<file path="config.mk">
export PLATFORM = sky130hd
export DESIGN_NAME = reg_write_scoreboard_flat
export DESIGN_NICKNAME = d
export VERILOG_FILES = /design/src/rtl/reg_write_scoreboard_if.sv /design/src/rtl/reg_write_scoreboard.sv /design/src/flat_wrapper.sv
export SDC_FILE = /design/constraint.sdc
export NUM_CORES = 1
export LEC_CHECK = 0
export CORE_MARGIN = 2
export CORE_UTILIZATION = 37
export CTS_BUF_LIST = sky130_fd_sc_hd__clkbuf_2
export DETAILED_ROUTE_END_ITERATION = 8
export HOLD_SLACK_MARGIN = 0.05
export SLEW_MARGIN = 40
export SYNTH_ARGS = -nofsm -noshare
export SYNTH_HDL_FRONTEND = slang
export SYNTH_SLANG_ARGS = --single-unit
</file>
<file path="constraint.sdc">
create_clock -name clk -period 4 [get_ports clk]
set_clock_uncertainty 0.1 [all_clocks]
set_input_delay 0.8 -clock clk [delete_from_list [all_inputs] [get_ports clk]]
set_output_delay 0.8 -clock clk [all_outputs]
set_load 0.1 [all_outputs]
</file>
<file path="src/rtl/reg_write_scoreboard_if.sv">
// Bundle of signals between the ID/WB pipeline control and the register-write scoreboard.
// Optional macro SCOREBOARD_QUERY_EN adds the source-operand hazard query signals.
interface reg_write_scoreboard_if #(
    parameter int NUM_REGS = 16,
    parameter int ADDR_W   = 4,
    parameter int TOT_W    = 5
);
    logic                freeze;
    logic                issue_valid;
    logic                issue_wb_en;
    logic [ADDR_W-1:0]   issue_dest;
    logic                issue_is_load;
    logic                retire_valid;
    logic                retire_wb_en;
    logic [ADDR_W-1:0]   retire_dest;
    logic                issue_accept;
    logic [NUM_REGS-1:0] pending;
    logic [NUM_REGS-1:0] load_pending;
    logic [TOT_W-1:0]    outstanding;
    logic                full;
    logic                underflow_err;
`ifdef SCOREBOARD_QUERY_EN
    logic [ADDR_W-1:0]   src1;
    logic [ADDR_W-1:0]   src2;
    logic                two_src;
    logic                enable_forwarding;
    logic                hazard;
`endif

    // Pipeline side: drives issue/retire events, consumes the tracking state.
    modport master (
        output freeze, issue_valid, issue_wb_en, issue_dest, issue_is_load,
        output retire_valid, retire_wb_en, retire_dest,
`ifdef SCOREBOARD_QUERY_EN
        output src1, src2, two_src, enable_forwarding,
        input  hazard,
`endif
        input  issue_accept, pending, load_pending, outstanding, full, underflow_err
    );

    // Scoreboard side.
    modport slave (
        input  freeze, issue_valid, issue_wb_en, issue_dest, issue_is_load,
        input  retire_valid, retire_wb_en, retire_dest,
`ifdef SCOREBOARD_QUERY_EN
        input  src1, src2, two_src, enable_forwarding,
        output hazard,
`endif
        output issue_accept, pending, load_pending, outstanding, full, underflow_err
    );
endinterface

</file>
<file path="src/rtl/reg_write_scoreboard.sv">
// Register-write scoreboard: counts in-flight writes per architectural register,
// remembers whether the youngest pending write is a load, and retires on WB commit.
// Optional macro SCOREBOARD_QUERY_EN adds a combinational hazard query for ID.
module reg_write_scoreboard #(
    parameter int NUM_REGS = 16,
    parameter int ADDR_W   = 4,
    parameter int CNT_W    = 2,
    parameter int TOT_W    = 5
) (
    input  logic                 clk,
    input  logic                 rst,
    reg_write_scoreboard_if.slave sb
);
    localparam logic [CNT_W-1:0] CNT_MAX = '1;
    localparam logic [TOT_W-1:0] TOT_MAX = '1;

    logic [CNT_W-1:0]    cnt     [NUM_REGS];
    logic [CNT_W-1:0]    cnt_nxt [NUM_REGS];
    logic [NUM_REGS-1:0] ld_bits;
    logic [NUM_REGS-1:0] ld_nxt;
    logic [TOT_W-1:0]    tot;
    logic                uf_err;

    logic issue_req;
    logic retire_req;
    logic retire_hit;
    logic issue_ok;
    logic inc_any;
    logic dec_any;
    logic [NUM_REGS-1:0] pending_w;
    logic                full_w;

    assign issue_req  = sb.issue_valid & sb.issue_wb_en & ~sb.freeze;
    assign retire_req = sb.retire_valid & sb.retire_wb_en & ~sb.freeze;
    assign retire_hit = retire_req & (sb.retire_dest == sb.issue_dest);
    // A retire to the same register in this cycle frees the slot a full counter would block.
    assign issue_ok   = ~sb.issue_valid | ~sb.issue_wb_en |
                        (cnt[sb.issue_dest] != CNT_MAX) | retire_hit;
    assign inc_any    = issue_req & issue_ok;
    assign dec_any    = retire_req & (cnt[sb.retire_dest] != '0);

    // Per-register next counter and youngest-writer load flag.
    always_comb begin
        for (int r = 0; r < NUM_REGS; r++) begin
            logic inc;
            logic dec;
            inc = inc_any & (sb.issue_dest == ADDR_W'(r));
            dec = retire_req & (sb.retire_dest == ADDR_W'(r)) & (cnt[r] != '0);
            cnt_nxt[r] = cnt[r];
            ld_nxt[r]  = ld_bits[r];
            if (inc && !dec)
                cnt_nxt[r] = cnt[r] + CNT_W'(1);
            else if (dec && !inc)
                cnt_nxt[r] = cnt[r] - CNT_W'(1);
            if (inc)
                ld_nxt[r] = sb.issue_is_load;
            else if (dec && cnt[r] == CNT_W'(1))
                ld_nxt[r] = 1'b0;
        end
    end

    // Tracking state registers; freeze is folded into issue_req/retire_req.
    always_ff @(posedge clk) begin
        if (rst) begin
            for (int r = 0; r < NUM_REGS; r++)
                cnt[r] <= '0;
            ld_bits <= '0;
            tot     <= '0;
            uf_err  <= 1'b0;
        end else begin
            for (int r = 0; r < NUM_REGS; r++)
                cnt[r] <= cnt_nxt[r];
            ld_bits <= ld_nxt;
            if (inc_any && !dec_any && tot != TOT_MAX)
                tot <= tot + TOT_W'(1);
            else if (dec_any && !inc_any && tot != '0)
                tot <= tot - TOT_W'(1);
            if (retire_req && cnt[sb.retire_dest] == '0)
                uf_err <= 1'b1;
        end
    end

    // Status vectors decoded from the counters only.
    always_comb begin
        pending_w = '0;
        full_w    = 1'b0;
        for (int r = 0; r < NUM_REGS; r++) begin
            pending_w[r] = (cnt[r] != '0);
            if (cnt[r] == CNT_MAX)
                full_w = 1'b1;
        end
    end

    assign sb.issue_accept  = issue_ok;
    assign sb.pending       = pending_w;
    assign sb.load_pending  = ld_bits;
    assign sb.outstanding   = tot;
    assign sb.full          = full_w;
    assign sb.underflow_err = uf_err;

`ifdef SCOREBOARD_QUERY_EN
    // Source-operand hazard: loads only when forwarding covers ALU results.
    always_comb begin
        if (sb.enable_forwarding)
            sb.hazard = ld_bits[sb.src1] | (sb.two_src & ld_bits[sb.src2]);
        else
            sb.hazard = pending_w[sb.src1] | (sb.two_src & pending_w[sb.src2]);
        if (!issue_ok)
            sb.hazard = 1'b1;
    end
`endif
endmodule

</file>
<file path="src/flat_wrapper.sv">
// flat-port wrapper written by rule: the top's interface ports become plain ports
module reg_write_scoreboard_flat 
#(
    parameter int NUM_REGS = 16,
    parameter int ADDR_W   = 4,
    parameter int CNT_W    = 2,
    parameter int TOT_W    = 5
)
  (clk, rst, sb_freeze, sb_issue_valid, sb_issue_wb_en, sb_issue_dest, sb_issue_is_load, sb_retire_valid, sb_retire_wb_en, sb_retire_dest, sb_issue_accept, sb_pending, sb_load_pending, sb_outstanding, sb_full, sb_underflow_err);
  reg_write_scoreboard_if #(.NUM_REGS(NUM_REGS), .ADDR_W(ADDR_W), .TOT_W(TOT_W)) sb_i ();
  input  logic clk;
  input  logic rst;
  input wire logic [$bits(sb_i.freeze)-1:0] sb_freeze;
  input wire logic [$bits(sb_i.issue_valid)-1:0] sb_issue_valid;
  input wire logic [$bits(sb_i.issue_wb_en)-1:0] sb_issue_wb_en;
  input wire logic [$bits(sb_i.issue_dest)-1:0] sb_issue_dest;
  input wire logic [$bits(sb_i.issue_is_load)-1:0] sb_issue_is_load;
  input wire logic [$bits(sb_i.retire_valid)-1:0] sb_retire_valid;
  input wire logic [$bits(sb_i.retire_wb_en)-1:0] sb_retire_wb_en;
  input wire logic [$bits(sb_i.retire_dest)-1:0] sb_retire_dest;
  output wire logic [$bits(sb_i.issue_accept)-1:0] sb_issue_accept;
  output wire logic [$bits(sb_i.pending)-1:0] sb_pending;
  output wire logic [$bits(sb_i.load_pending)-1:0] sb_load_pending;
  output wire logic [$bits(sb_i.outstanding)-1:0] sb_outstanding;
  output wire logic [$bits(sb_i.full)-1:0] sb_full;
  output wire logic [$bits(sb_i.underflow_err)-1:0] sb_underflow_err;
  assign sb_i.freeze = sb_freeze;
  assign sb_i.issue_valid = sb_issue_valid;
  assign sb_i.issue_wb_en = sb_issue_wb_en;
  assign sb_i.issue_dest = sb_issue_dest;
  assign sb_i.issue_is_load = sb_issue_is_load;
  assign sb_i.retire_valid = sb_retire_valid;
  assign sb_i.retire_wb_en = sb_retire_wb_en;
  assign sb_i.retire_dest = sb_retire_dest;
  assign sb_issue_accept = sb_i.issue_accept;
  assign sb_pending = sb_i.pending;
  assign sb_load_pending = sb_i.load_pending;
  assign sb_outstanding = sb_i.outstanding;
  assign sb_full = sb_i.full;
  assign sb_underflow_err = sb_i.underflow_err;
  reg_write_scoreboard #(.NUM_REGS(NUM_REGS), .ADDR_W(ADDR_W), .CNT_W(CNT_W), .TOT_W(TOT_W)) u_core (.clk(clk), .rst(rst), .sb(sb_i));
endmodule
</file>
# [Word-level counts from Yosys, hierarchy flattened]
# Memory sizes are Yosys's and may differ from the RTL's.
# Index checks and enable logic that the tools add are counted.
[totals] reg_bits=22 mem_bits_rw=32 input_bits=16 n_memories=1
[mem_list] name="u_core.cnt" depth=16 word_bits=2 read_ports=18 rd_ports_with_merged_regs=0 wr=16 line="reg_write_scoreboard.sv:17" source="logic [CNT_W-1:0] cnt [NUM_REGS];"
[classes] addsub=34 eq_ne=65 n_mux=101 bitwise_logic=77 reduce_logical=125
[op_table] cell="2-to-1 mux 2 bit" count=48
[op_table] cell="nonzero test 2 bit" count=34
[op_table] cell="equality test 4 bit (second input constant)" count=16
[op_table] cell="AND 1 bit" count=55
[op_table] cell="logical AND 1 bit" count=53
[op_table] cell="2-to-1 mux 1 bit" count=51
[op_table] cell="logical NOT 1 bit" count=34
[op_table] cell="adder 2 x 1 -> 2 bit (second input constant)" count=16
[op_table] cell="equality test 2 x 1 -> 1 bit (second input constant)" count=16
[op_table] cell="equality test 2 bit (second input constant)" count=16
[op_table] cell="equality test 4 x 3 -> 1 bit (second input constant)" count=8
[op_table] cell="subtractor 2 x 1 -> 2 bit (second input constant)" count=16
[op_table] cell="bitwise OR 1 bit" count=19
[op_table] cell="equality test 4 x 2 -> 1 bit (second input constant)" count=4
[op_table] cell="2-to-1 mux 5 bit" count=2
[op_table] cell="equality test 4 x 1 -> 1 bit (second input constant)" count=2
[op_table] cell="logical NOT 4 bit" count=2
[op_table] cell="adder 5 x 1 -> 5 bit (second input constant)" count=1
[op_table] cell="!= test 5 bit (second input constant)" count=1
[op_table] cell="nonzero test 5 bit" count=1
[op_table] cell="subtractor 5 x 1 -> 5 bit (second input constant)" count=1
[op_table] cell="equality test 4 bit" count=1
[op_table] cell="inverter 1 bit" count=3
[op_table] cell="logical NOT 2 bit" count=1
[op_table] cell="!= test 2 bit (second input constant)" count=1

# [Logic depth before layout (Yosys ltp)]
# Gate-level depths: netlist of run 1.
[depth] word_depth=17 ltp_mapped=15 mapped_depth_nobuf=12

# [Worst setup path before layout of run 1]
# Ideal clock, no wire load.
[synth_path] kind="input to register" from="in sb_issue_dest[0]" to="reg u_core.tot[4], in the netlist u_core.sb.outstanding[4]" setup_time_ns=0.123 t_arrival_ns=3.606 required_time_ns=3.777 slack_ns=0.170 path_stages=14 n_path_buf=2 cell_sequence="buf_4 -> xnor2_1 -> nand4_1 -> nor2_1 -> nor3_1 -> nor4_4 -> buf_2 -> nand2_1 -> fa_1 -> a21o_1 -> a21oi_1 -> nor3b_1 -> mux2i_1 -> mux2_1"
[synth_via] elab_chain_len=9 word_cells_on_any_way=14 classes_between="eq/ne (2); mux (1); bitwise (4); reduce/logical (6); memory (1)"
[synth_lines] item="start, declared" line="flat_wrapper.sv:16" source="input wire logic [$bits(sb_i.issue_dest)-1:0] sb_issue_dest;"
[synth_lines] item="memory (16 x 2 bit)"
[synth_lines] item="!= test 2 bit" line="reg_write_scoreboard.sv:38" source="(cnt[sb.issue_dest] != CNT_MAX) | retire_hit;"
[synth_lines] item="bitwise OR 1 bit" line="reg_write_scoreboard.sv:37" source="assign issue_ok = ~sb.issue_valid | ~sb.issue_wb_en |"
[synth_lines] item="bitwise OR 1 bit *" line="reg_write_scoreboard.sv:38"
[synth_lines] item="AND 1 bit *" line="reg_write_scoreboard.sv:39" source="assign inc_any = issue_req & issue_ok;"
[synth_lines] item="logical NOT 1 bit" line="reg_write_scoreboard.sv:76" source="else if (dec_any && !inc_any && tot != '0)"
[synth_lines] item="logical AND 1 bit (2 in a row)" line="reg_write_scoreboard.sv:76"
[synth_lines] item="nonzero test 2 bit (no source line)"
[synth_lines] item="end signal, assigned" line="reg_write_scoreboard.sv:75" source="tot <= tot + TOT_W'(1);"
[synth_lines] item="end signal, assigned" line="reg_write_scoreboard.sv:77" source="tot <= tot - TOT_W'(1);"
[synth_lines] item="end, declared" line="reg_write_scoreboard.sv:21" source="logic [TOT_W-1:0] tot;"
# Every way passes the cells marked *; elsewhere a longest branch is shown, timed or not.
# A chain may end at the register's enable or synchronous reset.

# [Final worst setup path of run 1]
[layout_path] from="in sb_retire_dest[0]" to="reg u_core.tot[4], in the netlist u_core.sb.outstanding[4]"
[layout_via] elab_chain_len=8 word_cells_on_any_way=15 classes_between="eq/ne (1); mux (1); bitwise (4); reduce/logical (8); memory (1)"
[layout_lines] item="start, declared" line="flat_wrapper.sv:20" source="input wire logic [$bits(sb_i.retire_dest)-1:0] sb_retire_dest;"
[layout_lines] item="branches (longest 8 deep; another with memory (16 x 2 bit))"
# Parallel ways; which one is timed is not known.

==> results.md, run 1 <==
* Status: complete, no violations
* Largest net degree at the start of global routing at 60
* Initial Util at 0.3836
* Crit path kind: primary input to register
* Clock buffer depth at 2
* Crit path time final at between 3 and 4 ns
* Top post-synthesis cells by count: 81 x inv_1, 67 x ha_1, 63 x nor2_1
* Syn nets at between 600 and 700
* Worst Path Max Fanout at 4
* Clock buffer count from CTS at 5
* Residual DRC count at 0
* Final setup viols at 0
* Yosys warnings at 0
* # diodes at 0
* TritonCTS clock tree: built
* Least-Margin Pin Slew at approximately 0.62 ns
* Die boundary width at ~110 um
* FILL cells at between 1k and 1.5k
* Total GRT Usage at 0.1875
* GRT overflow at 0
* Syn-to-layout area delta at 19.45%
* CTS resizes at 0
* CTS Root Cell: clkbuf_2
* WL/cell at approximately 15 um
* Slew margin rel. at 0.5885
* Initial antenna violation count at 0
* Core area at between 10000 and 15000 sq um
* Post-synthesis instance total at 520
* Boundary Pins at between 50 and 60
* Number of H-tree levels at 2
* Combinational power share at 0.231
* Most common cell in the netlist: inv_1
* HP Class: register to register
* Yosys cell types at between 40 and 50
* Crit path DAT at 4.01 ns
* R2R depth at 11
* Critical path's most frequent cell: a21oi_1
* EDFF count, synth at 0
* Vias/cell at 4.902
* Clk Latency, worst-skew pair at just over 0.5 ns
* Area of the mapped netlist at approximately 4200 sq um
* Worst path slowest cell: clkdlybuf4s50_1
* Clk sink count at 54
* Hold-fix buffers at CTS at 0
* Fraction of registers with async set/reset at 0
* First-pass GRT wire length at roughly 18000 um
* Seq pwr share at 0.547
* DR iter-0 viols at roughly 220
* Worst EP required at roughly 4.3 ns
* Gpl congestion at a little under 0.9
* Critical Path Max Stage Delay at 0.51 ns
* Synth top area share at 0.2566
* Die Height at 110.7 um
* Setup Fix Bufs, Post-CTS at 0
* Final hold violations at 0
* Top cells by area, synth: dfxtp_1 26%, ha_1 20%, inv_1 7.2%, xor2_1 6.9%, nor2_1 5.6%
* Period utilization at 0.9227
* Setup TNS at 0 ns
* Final nets at a little under 700
* Port Buffer Count at between 50 and 60
* CP startpoint kind: primary input
* Reg2reg setup slack at 0.67 ns
* P per Cell Area at between 200 and 250 nW/um^2
* Detail Route Antenna Nets at 0
* Final Util at 0.4582
* Maximum VDD drop at between 0.0001 and 0.00015 V
* Max-slew violation count at 0
* Fmax at around 270 MHz
* Synth area leader: dfxtp_1
* Post-synth top flop: dfxtp_1
* Total die area at between 10000 and 15000 sq um
* Max Cap Viol at 0
* Part of the Yosys area used for sequential elements at 0.2566
* P_sw at between 300 and 400 uW
* Via count at 3637
* Routed WL at between 10000 and 15000 um
* Worst-path cell chain: clkdlybuf4s50_1 -> inv_2 -> or4_1 -> a32oi_1 -> a21oi_1 -> nor2_1 -> nand2_1 -> fa_1 -> a21o_1 -> a21oi_1 -> nor3b_1 -> mux2i_1 -> mux2_1
* Yosys reg bits at 54
* Tot Pwr at just over 1000 uW
* Synth Area per Inst at ~8.1 sq um
* Element type at the critical path end: register
* Hpwl dp at around 8700 um
* Hold path depth at 2
* Clk pwr share at 0.222
* Internal power at between 600 and 700 uW
* FP Rows at 38
* LEAKAGE at 0.002605 uW
* Net Sw Frac at 0.3322
* CTS clk-pin slew, worst paths at 0.24 ns
* Unrepaired setup endpoints after global routing: no
* Drt first pass iters at 4
* Vias in the first global route at ~3.7k
* Share of layout cells above drive strength 1 at 0.1528
## power groups by stage
stage / combinational, uW / sequential, uW / clock, uW
floorplan: 118 / 598 / 0
global placement: 236 / 566 / 0
detailed placement: 235 / 566 / 0
CTS: 236 / 557 / 243
global route: 254 / 559 / 264
finish: 235 / 557 / 225
## worst paths after layout
kind	from	end
min	u_core.sb.underflow_err	u_core.sb.underflow_err
max reg2reg	u_core.cnt[1][0]	u_core.sb.outstanding[4]
max	sb_retire_dest[0]	u_core.sb.outstanding[4]
min reg2reg	u_core.sb.underflow_err	u_core.sb.underflow_err
## worst max-delay path, delay by kind of cell
kind,cells,cell delay (ns)
buffers and inverters,2,0.57
AO/OA/AOI/OAI,4,0.78
multiplexers,2,0.43
adder cells (fa/ha/maj),1,0.42
AND/OR/NAND/NOR,4,1.01
## through the flow
stage,instance area (sq um),instances,hold slack [ns],setup WS [ns]
after global placement,5101,734,0.4038,-0.06642
after global routing,5032,742,0.4981,0.09285
final,5032,742,0.4526,0.3091
after detailed placement,4994,734,0.3950,-0.2367
after CTS,5032,742,0.4448,0.3131
after floorplan,4213,520,0.4008,0.1704
## kinds of logic (layout without fill, tap and decap cells)
kind of cell	Yosys count	after routing	synth area share
and+or+nand+nor	176	176	0.2198
buffers and inverters	99	181	0.09563
adders and majority gates	68	68	0.2037
AOI/OAI and AO/OA	61	61	0.08613
DFF	54	54	0.2566
xor gates and xnor gates	38	38	0.07900
muxes	24	24	0.05910
## cells in the final DEF, fill, tap and decap left out, types with 3 or more instances in the layout
| cell type | count |
|---|---|
| nor3b_1 | 5 |
| ha_1 | 67 |
| nor3_1 | 8 |
| nor4_1 | 5 |
| mux2i_1 | 19 |
| or4_1 | 3 |
| a21oi_1 | 20 |
| inv_1 | 81 |
| o21ai_0 | 22 |
| nor2_1 | 63 |
| a21o_1 | 3 |
| mux2_1 | 4 |
| o311ai_1 | 4 |
| nand3_1 | 21 |
| nand2b_1 | 4 |
| xor2_1 | 33 |
| clkbuf_2 | 6 |
| o211ai_1 | 3 |
| xnor2_1 | 5 |
| or3_1 | 17 |
| nor2b_1 | 22 |
| nand4_1 | 8 |
| clkdlybuf4s50_1 | 14 |
| nand2_1 | 11 |
| dfxtp_1 | 54 |
| buf_2 | 23 |
| buf_12 | 3 |
| buf_4 | 51 |
## final cells by class
| cell class | count | area (sq um) | share of cell area |
|---|---|---|---|
| clock buffers | 6 | 30.03 | 0.005967 |
| clock inverters | 2 | 8.758 | 0.001740 |
| inverters | 82 | 307.8 | 0.06116 |
| multi-input cells | 367 | 2731 | 0.5428 |
| flip-flops and latches | 54 | 1081 | 0.2148 |
| well taps | 140 | 175.2 | 0.03481 |
| repair buffers | 91 | 698.2 | 0.1387 |
## layer usage
layer / track usage / share of wire / wire [um] / up-vias
li1: - / - / - / 1867
met1: 0.2565 / 0.49 / 5393 / 1690
met3: 0.03116 / 0.045 / 499 / 14
met5: 0 / 0 / 0 / -
met2: 0.2949 / 0.45 / 4960 / 66
met4: 0.07333 / 0.019 / 213 / 0
## flip-flops by register name, indices dropped and copies added, names as in the netlist
name                     count
u_core.cnt                  32
u_core.sb.load_pending      16
u_core.sb.outstanding        5
u_core.sb.underflow_err      1
No activity file was read; power rests on OpenSTA's default activity.
==> run 2: changes to the inputs <==
- CORE_UTILIZATION: 37 -> 40
- SLEW_MARGIN: 40 -> 10
==> run 2 against run 1 <==
Net effect: global-route usage up 1.9 points; sequential share of layout area is 0.56 points lower; sequential power about the same; utilization up 4.5 points; cell area is 2.7% higher; total power up 0.86%; flip-flop and latch count unchanged; final cell count is 0.13% lower; hold slack improved by 0.0010 ns; die area shrank 7.2%; non-clock buffer count grew 2; register-to-register slack better by 0.10 ns; largest cell class unchanged.
==> results.md, run 2 (same netlist as run 1, synthesis figures left out) <==
* Status: complete, no violations
* Drt first pass iters at 5 (+1)
* Total die area at 11370 sq um (-7.2%)
* Total GRT Usage at 0.2061 (+0.01857)
* FP Rows at 37 (-2.6%)
* Max-slew violation count at 0 (unchanged)
* Clk Latency, worst-skew pair at 0.48 ns (-0.03 ns)
* Gpl congestion at 0.9648 (+8.1%)
* Maximum VDD drop at 0.0001009 V (-26%)
* Top reg by flops: u_core.cnt
* WL/cell at 15.07 um (+1.0%)
* Most frequent cells in the layout: 81 x inv_1, 67 x ha_1, 63 x nor2_1
* Port Buffer Count at 55 (unchanged)
* Syn-to-layout area delta at 22.66%
* Hpwl dp at 8787 um (+1.4%)
* FILL cells at 1016 (-10%)
* Unrepaired setup endpoints after global routing: no
* Min Hold Slack at 0.4536 ns (+0.001017 ns)
* Initial Util at 0.4099 (+0.02634)
* LEAKAGE at 0.002569 uW (-1.4%)
* Number of H-tree levels at 2 (unchanged)
* Die Height at 106.6 um (-3.7%)
* Element type at the critical path end: register
* Vias in the first global route at 3632 (-0.71%)
* TritonCTS clock tree: built
* Final hold violations at 0 (unchanged)
* Most common cell after layout, fill and taps aside: inv_1
* Share of layout cells above drive strength 1 at 0.1175 (-0.03527)
* Final setup viols at 0 (unchanged)
* P per Cell Area at 198.6 nW/um^2 (-1.8%)
* Routed WL at 11170 um (+0.89%)
* Clock buffer depth at 2 (unchanged)
* Detail Route Antenna Nets at 0 (unchanged)
* Clock buffer count from CTS at 5 (unchanged)
* Vias/cell at 4.996 (+1.9%)
* Setup TNS at 0 ns (unchanged)
* Max Cap Viol at 0 (unchanged)
* DR iter-0 viols at 185 (-14%)
* Initial antenna violation count at 1 (+1)
* Worst EP required at 4.32 ns (about the same)
* Core area at 10280 sq um (-6.4%)
* Period utilization at 0.9354 (+0.01267)
* GRT overflow at 0 (unchanged)
* Tot Pwr at 1026 uW (+0.86%)
* CP startpoint kind: primary input
* CTS clk-pin slew, worst paths at 0.29 ns (+0.05 ns)
* Residual DRC count at 0 (unchanged)
* CTS Root Cell: clkbuf_2
* Least-Margin Pin Slew at 0.9733 ns (+0.3561 ns)
* Max FFs per register at 32 (unchanged)
* Clk sink count at 54 (unchanged)
* Crit path time final at 3.742 ns (+0.05068 ns)
* Boundary Pins at 56 (unchanged)
* Die boundary width at 106.6 um (-3.7%)
* Crit path DAT at 4.07 ns (+0.06 ns)
* Setup Fix Bufs, Post-CTS at 0 (unchanged)
* Hold-fix buffers at CTS at 0 (unchanged)
* Fmax at 267.3 MHz (-1.4%)
* Crit path kind: primary input to register
* Slew margin rel. at 0.3491 (-0.2395)
* Final nets at 687 (+0.29%)
* Via count at 3702 (+1.8%)
* First-pass GRT wire length at 18570 um (+0.78%)
* CTS resizes at 0 (unchanged)
* Worst Path Max Fanout at 5 (+1)
* Largest net degree at the start of global routing at 39 (-35%)
* HP Class: register to register
==> run 2: path summary, 6_finish.rpt <==
kind | from | to | slack (ns) | cells past startpoint
setup / recovery | sb_retire_dest[0] | u_core.sb.outstanding[4] | 0.26 | 13
hold / removal | u_core.sb.underflow_err | u_core.sb.underflow_err | 0.45 | 2
setup reg to reg | u_core.cnt[1][0] | u_core.sb.outstanding[4] | 0.77 | 11
hold reg to reg | u_core.sb.underflow_err | u_core.sb.underflow_err | 0.45 | 2
==> run 2: power breakdown <==
part	switching [uW]	total (uW)	internal, uW
clock	185	225	39.7
combinational	148	245	97.1
sequential	9.77	557	547
total	342	1030	684
==> run 2: metal layers <==
metal	GRT usage	up-vias	wire [um]
met4	0.05009	0	199
met1	0.2813	1723	5199
li1	-	1880	-
met3	0.02553	14	535
met5	0	-	0
met2	0.3462	85	5230
==> run 2: layout make-up <==
cell class                      instances  area [sq um]  area share
Inverter                               82         307.8     0.05956
Clock buffer                            5         25.02    0.004843
Tap cell                              136         170.2     0.03293
Timing Repair Buffer                   93         835.8      0.1617
Sequential cell                        54          1081      0.2092
Antenna cell                            1         2.502   0.0004843
Clock inverter                          3         16.27    0.003148
Multi-Input combinational cell        367          2729      0.5281
==> run 2: critical path: stages <==
cell,delay (ns)
clkdlybuf4s50_1,0.58
inv_2,0.09
or4_1,0.48
a32oi_1,0.28
a21oi_1,0.14
nor2_1,0.15
nand2_1,0.16
fa_1,0.43
a21o_1,0.19
a21oi_1,0.17
nor3b_1,0.20
mux2i_1,0.10
mux2_1,0.32
==> run 2: per-stage QoR <==
step / std cells / cell area (sq um) / util / worst slack (ns)
after global placement: 732 / 5124 / 0.4985 / -0.1468
final: 741 / 5167 / 0.5028 / 0.2584
after detailed placement: 732 / 5124 / 0.4985 / -0.2892
after floorplan: 520 / 4213 / - / 0.1704
after global routing: 741 / 5167 / 0.5028 / 0.1295
after CTS: 740 / 5165 / 0.5026 / 0.3130
